File: config.mk
export PLATFORM = sky130hd
export DESIGN_NAME = spi_master
export DESIGN_NICKNAME = d
export VERILOG_FILES = /design/src/rtl/spi_pkg.sv /design/src/rtl/spi_clk_gen.sv /design/src/rtl/spi_master.sv
export SDC_FILE = /design/constraint.sdc
export NUM_CORES = 1
export LEC_CHECK = 0
export ABC_AREA = 1
export CORE_MARGIN = 2
export CORE_UTILIZATION = 59
export CTS_BUF_LIST = sky130_fd_sc_hd__clkbuf_4 sky130_fd_sc_hd__clkbuf_8 sky130_fd_sc_hd__clkbuf_16
export CTS_CLUSTER_SIZE = 40
export DETAILED_ROUTE_END_ITERATION = 7
export HOLD_SLACK_MARGIN = 0.06
export PLACE_DENSITY = 0.84
export SKIP_CTS_REPAIR_TIMING = 1
export SLEW_MARGIN = 20
export SYNTH_ARGS = -nofsm -noshare
export SYNTH_HDL_FRONTEND = slang
export SYNTH_HIERARCHICAL = 1
export SYNTH_SLANG_ARGS = --single-unit
File: constraint.sdc
create_clock -name clk -period 4.03 [get_ports clk]
set_input_delay 0.806 -clock clk [delete_from_list [all_inputs] [get_ports clk]]
set_output_delay 0.806 -clock clk [all_outputs]
set_load 0.005 [all_outputs]
File: src/rtl/spi_pkg.sv
// Shared SPI definitions: master FSM state encoding and SPI mode constants.
// Latency: n/a (types and constants only).
// Backpressure: n/a.
package spi_pkg;

    // Frame sequencing of the master; the slave and the bench reuse these names.
    typedef enum logic [2:0] {
        IDLE,
        SETUP,
        SHIFT,
        HOLD,
        GAP
    } spi_state_e;

    // SPI modes packed as {CPOL, CPHA}.
    localparam logic [1:0] MODE0 = 2'b00;
    localparam logic [1:0] MODE1 = 2'b01;
    localparam logic [1:0] MODE2 = 2'b10;
    localparam logic [1:0] MODE3 = 2'b11;

    function automatic logic mode_cpol(input logic [1:0] mode);
        return mode[1];
    endfunction

    function automatic logic mode_cpha(input logic [1:0] mode);
        return mode[0];
    endfunction

endpackage

File: src/rtl/spi_clk_gen.sv
// spi_clk_gen: divides clk into spi_clk half-periods and numbers the edges of one frame.
// Latency: first spi_clk edge is registered CLK_DIV cycles after en rises; pulses coincide with the toggle.
// Backpressure: none; the divider free-runs while en is high and holds at zero otherwise.
//
// Ports:
//   clk, rst          system clock, asynchronous active-low reset
//   en                run the divider (high only while the master is shifting)
//   clr               restart a frame: edge counter to 0, spi_clk to CPOL
//   spi_clk           registered serial clock
//   lead_pulse        this cycle launches an odd (leading) edge
//   trail_pulse       this cycle launches an even (trailing) edge
//   done              this cycle launches edge 2*BIT_LEN, the last of the frame
module spi_clk_gen
    import spi_pkg::*;
#(
    parameter int   BIT_LEN = 8,
    parameter logic CPOL    = 1'b0,
    parameter int   CLK_DIV = 4
) (
    input  logic clk,
    input  logic rst,
    input  logic en,
    input  logic clr,
    output logic spi_clk,
    output logic lead_pulse,
    output logic trail_pulse,
    output logic done
);

    localparam int DW = $clog2(CLK_DIV);
    localparam int EW = $clog2(2 * BIT_LEN + 1);

    logic [DW-1:0] div_cnt_q, div_cnt_d;
    logic [EW-1:0] edge_cnt_q, edge_cnt_d;
    logic          spi_clk_q, spi_clk_d;
    logic          tc;

    always_comb begin
        tc         = en && (div_cnt_q == DW'(CLK_DIV - 1));
        div_cnt_d  = '0;
        edge_cnt_d = edge_cnt_q;
        spi_clk_d  = spi_clk_q;

        if (en && !tc) begin
            div_cnt_d = div_cnt_q + DW'(1);
        end

        if (clr) begin
            edge_cnt_d = '0;
            spi_clk_d  = CPOL;
        end else if (tc) begin
            edge_cnt_d = edge_cnt_q + EW'(1);
            spi_clk_d  = ~spi_clk_q;
        end

        // edge_cnt_q holds the number of edges already made, so the edge
        // being launched now is odd (leading) when that count is even.
        lead_pulse  = tc && !edge_cnt_q[0];
        trail_pulse = tc &&  edge_cnt_q[0];
        done        = tc && (edge_cnt_q == EW'(2 * BIT_LEN - 1));
    end

    always_ff @(posedge clk or negedge rst) begin
        if (!rst) begin
            div_cnt_q  <= '0;
            edge_cnt_q <= '0;
            spi_clk_q  <= CPOL;
        end else begin
            div_cnt_q  <= div_cnt_d;
            edge_cnt_q <= edge_cnt_d;
            spi_clk_q  <= spi_clk_d;
        end
    end

    assign spi_clk = spi_clk_q;

endmodule

File: src/rtl/spi_master.sv
// spi_master: sends one BIT_LEN word per valid/ready handshake MSB-first and returns the MISO word of the same frame.
// Latency: spi_cs falls 1 cycle after accept; rx_data_valid pulses 1+CLK_DIV*(2+2*BIT_LEN) cycles after accept.
// Backpressure: tx_ready is low from accept until CS_GAP cycles after spi_cs rises; tx_data is ignored meanwhile.
//
// Ports:
//   clk, rst                    system clock, asynchronous active-low reset
//   tx_valid, tx_ready, tx_data word handshake toward the block
//   spi_cs, spi_clk, spi_mosi   registered SPI pin outputs
//   spi_miso                    SPI data in, asynchronous to clk edges (synchronised here)
//   rx_data, rx_data_valid      captured word, held until the next frame ends; one-cycle valid pulse
//   busy                        high while a frame (including its CS gap) is in progress
module spi_master
    import spi_pkg::*;
#(
    parameter int   BIT_LEN = 8,
    parameter logic CPOL    = 1'b0,
    parameter logic CPHA    = 1'b1,
    parameter int   CLK_DIV = 4,
    parameter int   CS_GAP  = 4
) (
    input  logic               clk,
    input  logic               rst,
    input  logic               tx_valid,
    output logic               tx_ready,
    input  logic [BIT_LEN-1:0] tx_data,
    output logic               spi_cs,
    output logic               spi_clk,
    output logic               spi_mosi,
    input  logic               spi_miso,
    output logic [BIT_LEN-1:0] rx_data,
    output logic               rx_data_valid,
    output logic               busy
);

    localparam int DW = $clog2(CLK_DIV);
    localparam int GW = $clog2(CS_GAP + 1);

    spi_state_e         state_q, state_d;
    logic [DW-1:0]      cnt_q, cnt_d;
    logic [GW-1:0]      gap_q, gap_d;
    logic [BIT_LEN-1:0] tx_shift_q, tx_shift_d;
    logic [BIT_LEN-1:0] rx_shift_q, rx_shift_d;
    logic [BIT_LEN-1:0] rx_data_q, rx_data_d;
    logic               rx_vld_q, rx_vld_d;
    logic               cs_q, cs_d;
    logic               mosi_q, mosi_d;
    logic               miso_s1_q, miso_s2_q;
    logic [1:0]         samp_q, samp_d;
    logic               accept, launch, sample;
    logic               lead_pulse, trail_pulse, clk_done;

    spi_clk_gen #(
        .BIT_LEN (BIT_LEN),
        .CPOL    (CPOL),
        .CLK_DIV (CLK_DIV)
    ) u_clk_gen (
        .clk         (clk),
        .rst         (rst),
        .en          (state_q == SHIFT),
        .clr         (accept),
        .spi_clk     (spi_clk),
        .lead_pulse  (lead_pulse),
        .trail_pulse (trail_pulse),
        .done        (clk_done)
    );

    always_comb begin
        // CPHA=0 already presented the MSB at accept, so its trailing edges
        // launch the following bits and the final trailing edge launches nothing.
        launch = CPHA ? lead_pulse : (trail_pulse && !clk_done);
        sample = CPHA ? trail_pulse : lead_pulse;

        accept     = 1'b0;
        state_d    = state_q;
        cnt_d      = cnt_q;
        gap_d      = gap_q;
        tx_shift_d = tx_shift_q;
        rx_shift_d = rx_shift_q;
        rx_data_d  = rx_data_q;
        rx_vld_d   = 1'b0;
        cs_d       = cs_q;
        mosi_d     = mosi_q;

        // MISO is taken from the synchroniser two cycles after the sampling
        // edge, i.e. the pin value present in the edge cycle itself.
        samp_d = {samp_q[0], sample};
        if (samp_q[1]) begin
            rx_shift_d = {rx_shift_q[BIT_LEN-2:0], miso_s2_q};
        end

        if (launch) begin
            mosi_d     = CPHA ? tx_shift_q[BIT_LEN-1] : tx_shift_q[BIT_LEN-2];
            tx_shift_d = tx_shift_q << 1;
        end

        case (state_q)
            IDLE: begin
                if (tx_valid) begin
                    accept     = 1'b1;
                    tx_shift_d = tx_data;
                    cs_d       = 1'b0;
                    cnt_d      = '0;
                    if (!CPHA) begin
                        mosi_d = tx_data[BIT_LEN-1];
                    end
                    state_d = SETUP;
                end
            end
            SETUP: begin
                if (cnt_q == DW'(CLK_DIV - 1)) begin
                    cnt_d   = '0;
                    state_d = SHIFT;
                end else begin
                    cnt_d = cnt_q + DW'(1);
                end
            end
            SHIFT: begin
                if (clk_done) begin
                    cnt_d   = '0;
                    state_d = HOLD;
                end
            end
            HOLD: begin
                if (cnt_q == DW'(CLK_DIV - 1)) begin
                    cs_d      = 1'b1;
                    mosi_d    = 1'b0;
                    rx_data_d = rx_shift_q;
                    rx_vld_d  = 1'b1;
                    gap_d     = '0;
                    state_d   = GAP;
                end else begin
                    cnt_d = cnt_q + DW'(1);
                end
            end
            GAP: begin
                if (gap_q == GW'(CS_GAP - 1)) begin
                    state_d = IDLE;
                end else begin
                    gap_d = gap_q + GW'(1);
                end
            end
            default: state_d = IDLE;
        endcase
    end

    always_ff @(posedge clk or negedge rst) begin
        if (!rst) begin
            state_q    <= IDLE;
            cnt_q      <= '0;
            gap_q      <= '0;
            tx_shift_q <= '0;
            rx_shift_q <= '0;
            rx_data_q  <= '0;
            rx_vld_q   <= 1'b0;
            cs_q       <= 1'b1;
            mosi_q     <= 1'b0;
            miso_s1_q  <= 1'b0;
            miso_s2_q  <= 1'b0;
            samp_q     <= '0;
        end else begin
            state_q    <= state_d;
            cnt_q      <= cnt_d;
            gap_q      <= gap_d;
            tx_shift_q <= tx_shift_d;
            rx_shift_q <= rx_shift_d;
            rx_data_q  <= rx_data_d;
            rx_vld_q   <= rx_vld_d;
            cs_q       <= cs_d;
            mosi_q     <= mosi_d;
            miso_s1_q  <= spi_miso;
            miso_s2_q  <= miso_s1_q;
            samp_q     <= samp_d;
        end
    end

    assign tx_ready      = (state_q == IDLE);
    assign busy          = (state_q != IDLE);
    assign spi_cs        = cs_q;
    assign spi_mosi      = mosi_q;
    assign rx_data       = rx_data_q;
    assign rx_data_valid = rx_vld_q;

endmodule
Word level (Yosys, flattened, before mapping)
Index checks and enable logic that the tools add are counted.
Storage, ports and cells
  logic and storage cells: 85
  bits of input ports: 12
  flip-flop bits (word level): 47
Cells by class
  reduce and logical (&&, ||, !) cells: 18
  eq/ne operators: 15
  muxes and demuxes: 32
  bitwise gates (word level): 1
  add/subtract/negate cells: 4
Operators by type and width (count)
  two-way mux 8 bit: 3
  two-way mux 3 bit: 7
  one-hot mux 3 bit (5 select lines): 1
  != test 2 bit (second input constant): 7
  two-way mux 1 bit: 11
  two-way mux 2 bit: 5
  two-way mux 5 bit: 2
  == test 3 x 2 -> 1 bit (second input constant): 3
  one-hot mux 2 bit (4 select lines): 1
  one-hot mux 3 bit (2 select lines): 1
  AND reduction 3 bit: 2
  nonzero test 2 bit: 3
  adder 5 x 1 -> 5 bit (second input constant): 1
  == test 5 x 4 -> 1 bit (second input constant): 1
  logical AND 1 bit: 5
  AND reduction 5 bit: 1
  adder 2 x 1 -> 2 bit (second input constant): 2
  == test 2 bit (second input constant): 2
  AND reduction 4 bit: 1
  nonzero test 4 bit: 1
  adder 3 x 1 -> 3 bit (second input constant): 1
  == test 3 x 1 -> 1 bit (second input constant): 1
  == test 3 bit (second input constant): 1
  logical NOT 3 bit: 1
  5 further kinds: 6

Depth between registers and ports, before layout
  depth in word-level cells: 6
  gate-level depth with buffers: 12
  mapped depth without buffers: 12

Hierarchy
Netlist, hierarchy kept.
Modules (own cells, without submodules)
  spi_master: times used 1, seq. area each 977.2 sq um, cells each 189, area each 1716.6 sq um
  spi_clk_gen: times used 1, seq. area each 200.2 sq um, cells each 48, area each 421.7 sq um

Worst setup path before layout
Ideal clock, no wire load.
  kind: flip-flop to flip-flop
  start: reg state_q[0]
  end: reg tx_shift_q[1]
  buffers on the path: 2
  data arrival time: 1.647 ns
  path slack: 2.259 ns
  data required time: 3.906 ns
  setup time: 0.124 ns
  cell stages (with the launch flop): 11
  path through: dfrtp_1 -> buf_6 -> nor2_2 -> nand2_1 -> inv_1 -> nand2_4 -> nor2_1 -> inv_1 -> buf_2 -> o211ai_1 -> nand2_1
Between the ends
  longest elaborated chain between the ends: 6
RTL lines
  start, declared: RTL line spi_master.sv:38  | spi_state_e state_q, state_d;
  start signal, assigned: RTL line spi_master.sv:161  | state_q <= state_d;
  == test 3 x 2 -> 1 bit (*): RTL line spi_master.sv:59  | .en (state_q == SHIFT),
  logical AND 1 bit (*): RTL line spi_clk_gen.sv:39  | tc = en && (div_cnt_q == DW'(CLK_DIV - 1));
  logical AND 1 bit (*): RTL line spi_clk_gen.sv:58  | lead_pulse = tc && !edge_cnt_q[0];
  via launch: RTL line spi_master.sv:49  | logic accept, launch, sample;
  two-way mux 8 bit (*): RTL line spi_master.sv:91  | if (launch) begin
  two-way mux 8 bit: RTL line spi_master.sv:98  | if (tx_valid) begin
  two-way mux 8 bit (*): RTL line spi_master.sv:96  | case (state_q)
  via tx_shift_d[1]: RTL line spi_master.sv:41  | logic [BIT_LEN-1:0] tx_shift_q, tx_shift_d;
  end signal, assigned: RTL line spi_master.sv:164  | tx_shift_q <= tx_shift_d;
  end, declared: RTL line spi_master.sv:41
The timed path passes the listed nets; every way through them passes the cells marked *.
A chain may end at the register's enable or synchronous reset.

Final worst setup path
  start: reg state_q[1]
  end: out tx_ready
Between the ends
  longest elaborated chain between the ends: 1
RTL lines
  logical NOT 3 bit: RTL line spi_master.sv:176  | assign tx_ready = (state_q == IDLE);
  end, declared: RTL line spi_master.sv:24  | output logic tx_ready,
No other way between the ends.

==> results_dict.tcl <==
set metrics [dict create \
    instances_no_fill 311 \
    worstPathMaxFanout 10 \
    drt-total-wl_mm 3.60 \
    whs_endpoint "samp_q[1]" \
    fillers 253 \
    grt_setup_unrepaired "no" \
    drc 0 \
    relSlewSlack_pct 62.5 \
    cts.clk_slew.worst_paths_ns 0.12 \
    timing.rr.end "tx_shift_q[1]" \
    syn-cell-area_um2 2140 \
    synthTopCellsByArea "dfrtp_1 54%, nand2_1 12%, inv_1 6.5%" \
    h-tree-depth 2 \
    grt.total_usage_pct 20.5 \
    dp_hpwl_mm 2.66 \
    die_x_um 64.2 \
    yosysTopAreaCell "dfrtp_1" \
    clock_sinks 47 \
    yosysWarningCount 6 \
    cts_tree "built" \
    grt_antenna_before_repair 0 \
    die-area_um2 4120 \
    min_from "samp_q[0]" \
    layout.nets 282 \
    ir_drop_mv 0.367 \
    cp_top_family "flip-flops" \
    first_pass_iters 4 \
    crit_arrival_ns 1.73 \
    ys_seq_area_share_pct 55.1 \
    cp_slowest_stage_delay_ns 0.55 \
    layout_worst_path_cycle_share_pct 62.9 \
    r2r-start "state_q[0]" \
    area_growth_pct 15.1 \
    reg2reg_setup_slack_ns 1.86 \
    worst-path-buf-inv 1 \
    p_per_area_nw_per_um2 510 \
    tightest_slew_ns 0.563 \
    grt_overflow 0 \
    dpl.cell_count 303 \
    synth_nets 255 \
    syn_inst 237 \
    fin_worst_skew_ns 0.00864 \
    ys_types 29 \
    worst-r2r-cell-count 8 \
    ys_seq_elements 47 \
    critPathKind "flop to output port" \
    cts_buffers 5 \
    most-common-layout-cells "68 x nand2_1, 46 x dfrtp_1, 37 x inv_1, 24 x clkdlybuf4s50_1, 14 x nor2_1" \
    worstPathRequired_ns 3.22 \
    clk_latency_ns 0.35 \
    cp-end-kind "output port" \
    hold_class "flop to flop" \
    p_leak_nw 1.30 \
    fin_tns_setup_ns 0 \
    grt_max_degree 48 \
    cp-start-kind "flop" \
    ant_nets 0 \
    hold_viol 0 \
    drive_gt1_share_pct 8.30 \
    avgViaCountPerCell 5.07 \
    holdPathStages 0 \
    drt_iter0_drc 129 \
    slowest_stage "dfrtp_1" \
    final_common_cell "nand2_1" \
    cts_root_buf "clkbuf_4" \
    grt_pass1_vias 1517 \
    io_pins 26 \
    core_um2 3420 \
    worst_slack_ns 1.49 \
    vias 1577 \
    syn_avg_cell_area_um2 9.02 \
    start_util_pct 62.6 \
    dp_slack_ns 1.87 \
    fin_crit_ns 2.54 \
    grt_pass1_wl_mm 6.48 \
    drv_cap 0 \
    outcome "finished clean" \
    post_drt_wl_per_cell_um 11.6 \
    setup_violations 0 \
    crit_chain "nor3_4, clkdlybuf4s50_1" \
    synth_top_area_share_pct 53.8 \
    fmax_mhz 394 \
    cts.path.max_buffers 2 \
    row_count 21 \
    drv_slew 0 \
    port_buffers 25 \
    die_y_um 64.2 \
    gp_congestion 0.895 \
    antenna_cells 0 \
]
worst register-to-register path: stages (launching register included):
cell and delay [ns]:
dfrtp_1 0.53, nor2_2 0.26, nand2_1 0.12, inv_1 0.13, nand2_4 0.11, nor2_1 0.34
inv_1 0.26, o211ai_1 0.24, nand2_1 0.07
layer usage:
metal	routed length (um)	track usage, %	vias to the layer above
met5	0	0	-
met4	59	8.51	0
met3	135	4.75	8
met2	1770	33.7	32
met1	1640	26.1	735
li1	-	-	802
sequential cells by signal, indices dropped and copies added (netlist names):
register / flops
miso_s2_q: 1
cnt_q: 2
u_clk_gen/edge_cnt_q: 5
tx_shift_q: 8
rx_data: 8
u_clk_gen/spi_clk: 1
gap_q: 3
rx_data_valid: 1
state_q: 3
spi_mosi: 1
miso_s1_q: 1
u_clk_gen/div_cnt_q: 2
samp_q: 2
rx_shift_q: 8
spi_cs: 1
through the flow:
stage	util (%)	instance area [um^2]	hold WS (ns)	power (mW)
floorplan	-	2140	0.331	0.933
global route	72.1	2460	0.385	1.36
global placement	70.2	2400	0.332	1.01
CTS	72.0	2460	0.367	1.26
finish	72.1	2460	0.362	1.25
detailed placement	70.2	2400	0.338	1.04
cell usage after synthesis:
master,n
buf_2,1
clkbuf_1,1
a21oi_2,1
a211oi_1,1
nand2_4,2
dfstp_2,1
nor3_2,1
nor3_1,2
inv_1,37
ha_1,6
nand2_1,68
nand3_1,11
o211ai_1,7
o21ai_0,12
a21oi_1,5
nor3_4,1
nand2_2,1
nor2_8,1
nand4_4,1
o21bai_1,2
dfrtp_1,46
nor2_1,14
inv_2,2
clkinv_4,1
o21ai_1,6
nor2_2,1
buf_6,3
nor3b_1,1
o22ai_1,1
cell families after synthesis:
| family | Yosys count | share of synthesized area, % |
|---|---|---|
| and+or+nand+nor | 104 | 22.6 |
| DFF | 47 | 55.1 |
| AOI/OAI and AO/OA | 35 | 9.60 |
| adders and majority gates | 6 | 3.51 |
| buffers and inverters | 45 | 9.24 |
layout make-up:
cell class | instances | area [um^2] | share of cell area, %
clock buffer | 8 | 60.1 | 2.44
inverter | 40 | 155 | 6.30
multi-input combinational | 145 | 763 | 31.0
sequential | 47 | 1180 | 47.8
tap | 46 | 57.6 | 2.34
timing repair buffer | 25 | 248 | 10.1
worst max-delay path by stage:
stage | to | depth (start not counted) | startpoint | slack [ns]
after floorplan | tx_shift_q[1] | 10 | state_q[0] | 2.26
after global placement | tx_ready | 2 | state_q[1] | 1.92
after detailed placement | tx_ready | 2 | state_q[1] | 1.87
after CTS | tx_ready | 2 | state_q[1] | 1.47
after global routing | tx_ready | 2 | state_q[1] | 1.37
final | tx_ready | 2 | state_q[1] | 1.49
power by group:
| part | internal (mW) | switching, mW |
|---|---|---|
| combinational | 0.165 | 0.222 |
| sequential | 0.563 | 0.0823 |
| clock | 0.0900 | 0.132 |
| total | 0.818 | 0.437 |
Note: power is estimated with default switching activity, not from simulation.
